### config.mk
export PLATFORM = sky130hd
export DESIGN_NAME = mutation_arbiter
export DESIGN_NICKNAME = d
export VERILOG_FILES = /design/src/rtl/mutation_arbiter.sv
export SDC_FILE = /design/constraint.sdc
export NUM_CORES = 1
export LEC_CHECK = 0
export BUFFER_PORTS_ARGS = -buffer_cell sky130_fd_sc_hd__buf_2
export CAP_MARGIN = 20
export CELL_PAD_IN_SITES_DETAIL_PLACEMENT = 1
export CELL_PAD_IN_SITES_GLOBAL_PLACEMENT = 1
export CORE_MARGIN = 4
export CORE_UTILIZATION = 42
export DETAILED_ROUTE_END_ITERATION = 10
export PLACE_DENSITY_LB_ADDON = 0.1
export SYNTH_ARGS = -nofsm -noshare
export SYNTH_HDL_FRONTEND = slang
export SYNTH_SLANG_ARGS = --single-unit
### constraint.sdc
create_clock -name clk -period 3 [get_ports clk]
set_input_delay 0 -clock clk [delete_from_list [all_inputs] [get_ports clk]]
set_output_delay 0 -clock clk [all_outputs]
set_load 0.005 [all_outputs]
### src/rtl/mutation_arbiter.sv
// -----------------------------------------------------------------------------
// mutation_arbiter
//
// Shares a single free-running mutation unit between N_REQ crossover lanes.
// Pairs are admitted round-robin into an issue register (stage A) that feeds
// the mutation unit directly. A tag shadow (stage M) follows the unit's own
// one-cycle register, so the returning mutated pair can be labelled with its
// requester. Results are pushed into an in-order result FIFO (stage R) and
// handed back on a shared response bus with a one-hot resp_valid.
//
// Admission is credit based. Every slot that could still turn into a FIFO
// push (A, M, and the FIFO entries themselves) is counted against RES_DEPTH,
// so a push can never meet a full FIFO and the non-stallable unit never loses
// a result.
//
// Ports
//   clk            : single clock, rising edge
//   reset          : asynchronous, active-high, clears all state
//   req_valid      : [N_REQ]   requester i presents a pair
//   req_ready      : [N_REQ]   one-hot (or zero) grant, combinational
//   req_child1/2   : [N_REQ*8] packed signed children, lane i at [8i+7:8i]
//   mu_orig_child* : signed 8  issue register contents to the mutation unit
//   mu_mut_child*  : signed 8  mutation unit outputs (one cycle later)
//   resp_valid     : [N_REQ]   one-hot (or zero), bit of the FIFO head's tag
//   resp_ready     : [N_REQ]   only the head tag's bit is honoured
//   resp_child*    : signed 8  FIFO head data, zero while empty
//   busy           : any stage holds a valid entry
// -----------------------------------------------------------------------------
module mutation_arbiter #(
  parameter int N_REQ     = 4,
  parameter int RES_DEPTH = 4,
  localparam int TAG_W    = $clog2(N_REQ)
) (
  input  logic                  clk,
  input  logic                  reset,
  input  logic [N_REQ-1:0]      req_valid,
  output logic [N_REQ-1:0]      req_ready,
  input  logic [N_REQ*8-1:0]    req_child1,
  input  logic [N_REQ*8-1:0]    req_child2,
  output logic signed [7:0]     mu_orig_child1,
  output logic signed [7:0]     mu_orig_child2,
  input  logic signed [7:0]     mu_mut_child1,
  input  logic signed [7:0]     mu_mut_child2,
  output logic [N_REQ-1:0]      resp_valid,
  input  logic [N_REQ-1:0]      resp_ready,
  output logic signed [7:0]     resp_child1,
  output logic signed [7:0]     resp_child2,
  output logic                  busy
);

  localparam int PTR_W = (RES_DEPTH > 1) ? $clog2(RES_DEPTH) : 1;
  localparam int CNT_W = $clog2(RES_DEPTH + 1);
  localparam int OCC_W = CNT_W + 1;

  // Issue stage (A)
  logic                vld_a;
  logic [TAG_W-1:0]    tag_a;
  logic signed [7:0]   orig1_a;
  logic signed [7:0]   orig2_a;

  // Shadow of the mutation unit register (M)
  logic                vld_m;
  logic [TAG_W-1:0]    tag_m;

  // Result FIFO (R)
  logic [TAG_W-1:0]    tag_mem [RES_DEPTH];
  logic signed [7:0]   c1_mem  [RES_DEPTH];
  logic signed [7:0]   c2_mem  [RES_DEPTH];
  logic [PTR_W-1:0]    wr_ptr;
  logic [PTR_W-1:0]    rd_ptr;
  logic [CNT_W-1:0]    count;

  // Round-robin pointer: index of the last granted requester
  logic [TAG_W-1:0]    last;

  // Combinational control
  logic [OCC_W-1:0]    occ;
  logic                credit;
  logic                found;
  logic [TAG_W-1:0]    winner;
  logic                accept;
  logic signed [7:0]   grant_c1;
  logic signed [7:0]   grant_c2;
  logic                fifo_empty;
  logic [TAG_W-1:0]    head_tag;
  logic                push;
  logic                pop;

  function automatic logic [PTR_W-1:0] ptr_inc(input logic [PTR_W-1:0] p);
    // Explicit wrap keeps non-power-of-two depths correct.
    if (p == PTR_W'(RES_DEPTH - 1)) return '0;
    return p + 1'b1;
  endfunction

  // Everything that may still land in the FIFO holds a credit; a pop in the
  // current cycle only returns its credit once the count has dropped.
  always_comb begin
    occ    = OCC_W'(count) + OCC_W'(vld_a) + OCC_W'(vld_m);
    credit = (occ < OCC_W'(RES_DEPTH));
  end

  // Scan last+1 .. last+N_REQ (mod N_REQ); first valid requester wins.
  always_comb begin
    found  = 1'b0;
    winner = '0;
    for (int k = 1; k <= N_REQ; k++) begin
      logic [TAG_W-1:0] idx;
      idx = TAG_W'((int'(last) + k) % N_REQ);
      if (!found && req_valid[idx]) begin
        found  = 1'b1;
        winner = idx;
      end
    end
  end

  always_comb begin
    accept    = found && credit;
    req_ready = '0;
    // Held at zero while reset is asserted, even though the scan would
    // already point at requester 0.
    if (accept && !reset) req_ready[winner] = 1'b1;
    grant_c1  = req_child1[8*int'(winner) +: 8];
    grant_c2  = req_child2[8*int'(winner) +: 8];
  end

  always_comb begin
    fifo_empty = (count == '0);
    head_tag   = tag_mem[rd_ptr];
    push       = vld_m;
    pop        = !fifo_empty && resp_ready[head_tag];
    resp_valid = '0;
    if (!fifo_empty) resp_valid[head_tag] = 1'b1;
    resp_child1 = fifo_empty ? 8'sd0 : c1_mem[rd_ptr];
    resp_child2 = fifo_empty ? 8'sd0 : c2_mem[rd_ptr];
    busy        = vld_a || vld_m || !fifo_empty;
  end

  assign mu_orig_child1 = orig1_a;
  assign mu_orig_child2 = orig2_a;

  // ---- stage A: issue register / round-robin pointer ----
  always_ff @(posedge clk or posedge reset) begin
    if (reset) begin
      vld_a   <= 1'b0;
      tag_a   <= '0;
      orig1_a <= 8'sd0;
      orig2_a <= 8'sd0;
      last    <= TAG_W'(N_REQ - 1);
    end else begin
      vld_a <= accept;
      if (accept) begin
        tag_a   <= winner;
        orig1_a <= grant_c1;
        orig2_a <= grant_c2;
        last    <= winner;
      end
    end
  end

  // ---- stage M: tag shadow of the mutation unit register ----
  always_ff @(posedge clk or posedge reset) begin
    if (reset) begin
      vld_m <= 1'b0;
      tag_m <= '0;
    end else begin
      vld_m <= vld_a;
      tag_m <= tag_a;
    end
  end

  // ---- stage R: result FIFO control ----
  always_ff @(posedge clk or posedge reset) begin
    if (reset) begin
      wr_ptr <= '0;
      rd_ptr <= '0;
      count  <= '0;
    end else begin
      if (push) wr_ptr <= ptr_inc(wr_ptr);
      if (pop)  rd_ptr <= ptr_inc(rd_ptr);
      if (push && !pop)      count <= count + 1'b1;
      else if (pop && !push) count <= count - 1'b1;
    end
  end

  // FIFO storage carries no reset; the read side is masked while empty.
  always_ff @(posedge clk) begin
    if (push) begin
      tag_mem[wr_ptr] <= tag_m;
      c1_mem[wr_ptr]  <= mu_mut_child1;
      c2_mem[wr_ptr]  <= mu_mut_child2;
    end
  end

endmodule

==> impl_metrics.ini <==
[cells_and_area]
final_nets = 623
multi_input_area_mm2 = 0.00169
diodes = 0
post-route-util = 0.576
instances_no_fill = 670
area_growth_pct = 32.5
postLayoutCellArea_mm2 = 0.00633
drive_gt1_frac = 0.372
ff_latch_area_mm2 = 0.00294
n_fill_cell = 1144

[sta]
max_freq_mhz = 366
fin_skew_ps = 5.97
fin_tns_setup_ps = 0
tightest_slew_ps = 952
hold_violations = 0
fin_crit_sh = 0.910
hold_slack_ps = 5.49
relSlewSlack = 0.366
period_needed_ps = 2730
rsz0062_at_grt = false
finalSetupViolCount = 0
drv_slew = 0

[detailed_routing]
via_per_inst = 5.24
via_count = 3508
antenna_left = 0
wirelength_um = 12500
firstDrtPassIters = 4
wire_per_inst_um = 18.7
drtIter0Drc = 169
drc = 0

[die]
die-area_mm2 = 0.0131
io_pins = 131
row_count = 38
fp.coreArea_mm2 = 0.0110
start_util = 0.435
die_width_um = 115
die_h_um = 115

[synth]
synth_nets = 441
synth_edf_count = 72
yosysSeqAreaShare = 0.616
syn_area_per_cell_um2 = 13.9
ys_seq_elements = 103
synthArstFlopShare = 0.301
synth_warnings = 0
post_synth_num_cell_types = 43
synth-main-ff-cell = edfxtp_1
syn-instance-count = 343
syn_area_mm2 = 0.00478

[outcome]
outcome = finished clean

[placed_design]
placed_cell_area_mm2 = 0.00558
routabilityCongestion = 0.794
dp_cells = 606
hpwl_um = 8430
portBuffers = 130

[pwr]
seqPwrFrac = 0.374
power_density_mw_per_mm2 = 963
comb_power_share = 0.451
leakage_nw = 2.63
p_int_mw = 3.95
sw_frac_of_total = 0.352
netSwitchingPower_mw = 2.14
ir_drop_uv = 462
p_clk_frac = 0.174

[clocking]
cts_max_level = 3
cts_buffers = 9
cts_resized = 0
clkLatencyLatePin_ps = 340
cts_tree = yes
clock-sinks = 103
clockBufferDepth = 2
ctsRootBufferMaster = clkbuf_16
clkSlewWorstSetupHoldPaths_ps = 70

[worst_setup_path]
arrival_ps = 2960
worstReg2RegStart = push$_DFF_PP0_
worstPathMaxFanout = 20
end_kind = flip-flop
setup.worst_path.start = push$_DFF_PP0_
critical_path_class = reg -> reg
reg2reg_slack_ps = 270
cp-start-kind = flip-flop
cp.required_ps = 3230
reg2reg_depth = 8
timing.rr.end = mu_orig_child1[1]$_DFFE_PP0P_
cp-endpoint = mu_orig_child1[1]$_DFFE_PP0P_

[global_routing]
grt_max_degree = 22
grt-ovfl-total = 0
grt_pass1_wl_um = 20300
grt_pass1_vias = 4036
track_usage = 0.204
antenna_found_initial = 0

[hold_path]
holdCritPathClass = in -> reg

[job]
cap_violations = 0
Yosys cell counts, types with 2 or more instances:
library cell   n  area (um^2)
mux2i_1        5         50.1
inv_1         11         41.3
mux2_2        14          158
nor2_1        24         90.1
clkbuf_1       8         30.0
xor2_1         2         17.5
nand2_1       44          165
a21o_1         2         15.0
nand2b_1       3         18.8
dfrtp_1       29          726
mux2_1         6         67.6
a21oi_1       20          100
buf_6          3         33.8
buf_2          4         20.0
edfxtp_1      72         2160
mux4_2        17          383
and2_1         4         25.0
ha_1           7         87.6
buf_4          3         22.5
dfstp_2        2         52.6
nor2b_1       19          119
a221oi_1      16          140
o21ai_0        5         25.0
and3_1         4         25.0
per-layer routing:
metal	vias up	track usage	wire length [um]
met5	-	0	0
met3	22	0.0412	725
li1	1639	-	-
met2	115	0.363	6500
met4	0	0.0887	299
met1	1732	0.237	4980
cells in the final DEF (no fill, tap or decap), types with 3 or more instances in the layout:
cell type and n:
a21oi_1 20, a221oi_1 16, and2_1 4, and3_1 4
buf_2 130, buf_4 11, clkbuf_16 9, dfrtp_1 29
dlygate4sd3_1 48, edfxtp_1 72, ha_1 7, inv_1 11
mux2_1 6, mux2_2 14, mux2i_1 5, mux4_2 17
nand2_1 44, nand2b_1 3, nor2_1 24, nor2b_1 19
o21ai_0 5
cell families (layout without fill, tap and decap cells):
| group | Yosys count | in the layout | share of synthesized area |
|---|---|---|---|
| adders and majority gates | 8 | 8 | 0.0225 |
| DFF | 103 | 103 | 0.616 |
| xor gates and xnor gates | 3 | 3 | 0.00550 |
| and+or+nand+nor | 104 | 104 | 0.101 |
| buffers and inverters | 29 | 216 | 0.0309 |
| muxes | 42 | 42 | 0.138 |
| AOI/OAI and AO/OA | 54 | 54 | 0.0867 |
stage by stage:
step	power [mW]	setup WS [ps]
final	6.09	271
after CTS	6.17	298
after detailed placement	4.89	326
after floorplan	3.96	554
after global routing	6.56	54.0
after global placement	4.78	402
layout make-up:
type,instances,area share
Timing Repair Buffer,189,0.192
Tap cell,140,0.0277
Clock buffer,10,0.0362
Inverter,11,0.00652
Multi-Input combinational cell,211,0.268
Sequential cell,103,0.465
Clock inverter,6,0.00554
state kept, by name, summed over array words and instances (netlist names), 3 cells and up:
name,flops
c2_mem,32
count,3
mu_orig_child2,8
tag_mem,8
c1_mem,32
mu_orig_child1,8
repair_timing:
action | in CTS | in global routing
hold endpoints to repair | 90 | 0
setup buffers | 0 | 0
hold buffers | 48 | 0
how the worst min path moves through the flow:
stage | depth (start not counted) | start | slack (ps) | endpoint
finish | 3 | req_child1[16] | 5 | mu_orig_child1[0]$_DFFE_PP0P_
global route | 4 | req_child1[1] | 20 | mu_orig_child1[1]$_DFFE_PP0P_
CTS | 3 | req_child1[16] | 3 | mu_orig_child1[0]$_DFFE_PP0P_
global placement | 2 | reset | 150 | mu_orig_child1[4]$_DFFE_PP0P_
floorplan | 0 | mu_mut_child1[0] | 100 | c1_mem[0][0]$_DFFE_PP_
detailed placement | 2 | reset | 140 | mu_orig_child1[4]$_DFFE_PP0P_
critical path, stage by stage (launching register included):
cell           delay (ps)
dfrtp_1               520
ha_1                  300
a21o_1                180
a21oi_1               290
nand2_1               120
buf_4                 230
a221oi_1              280
dlygate4sd3_1         620
a21oi_1                70
power by group through the flow:
stage / combinational [mW] / clock, mW / sequential (mW)
global placement: 2.50 / 0 / 2.28
finish: 2.75 / 1.06 / 2.28
global route: 3.07 / 1.15 / 2.34
detailed placement: 2.58 / 0 / 2.31
floorplan: 1.76 / 0 / 2.20
CTS: 2.79 / 1.09 / 2.29
(Power assumes the default switching activity.)
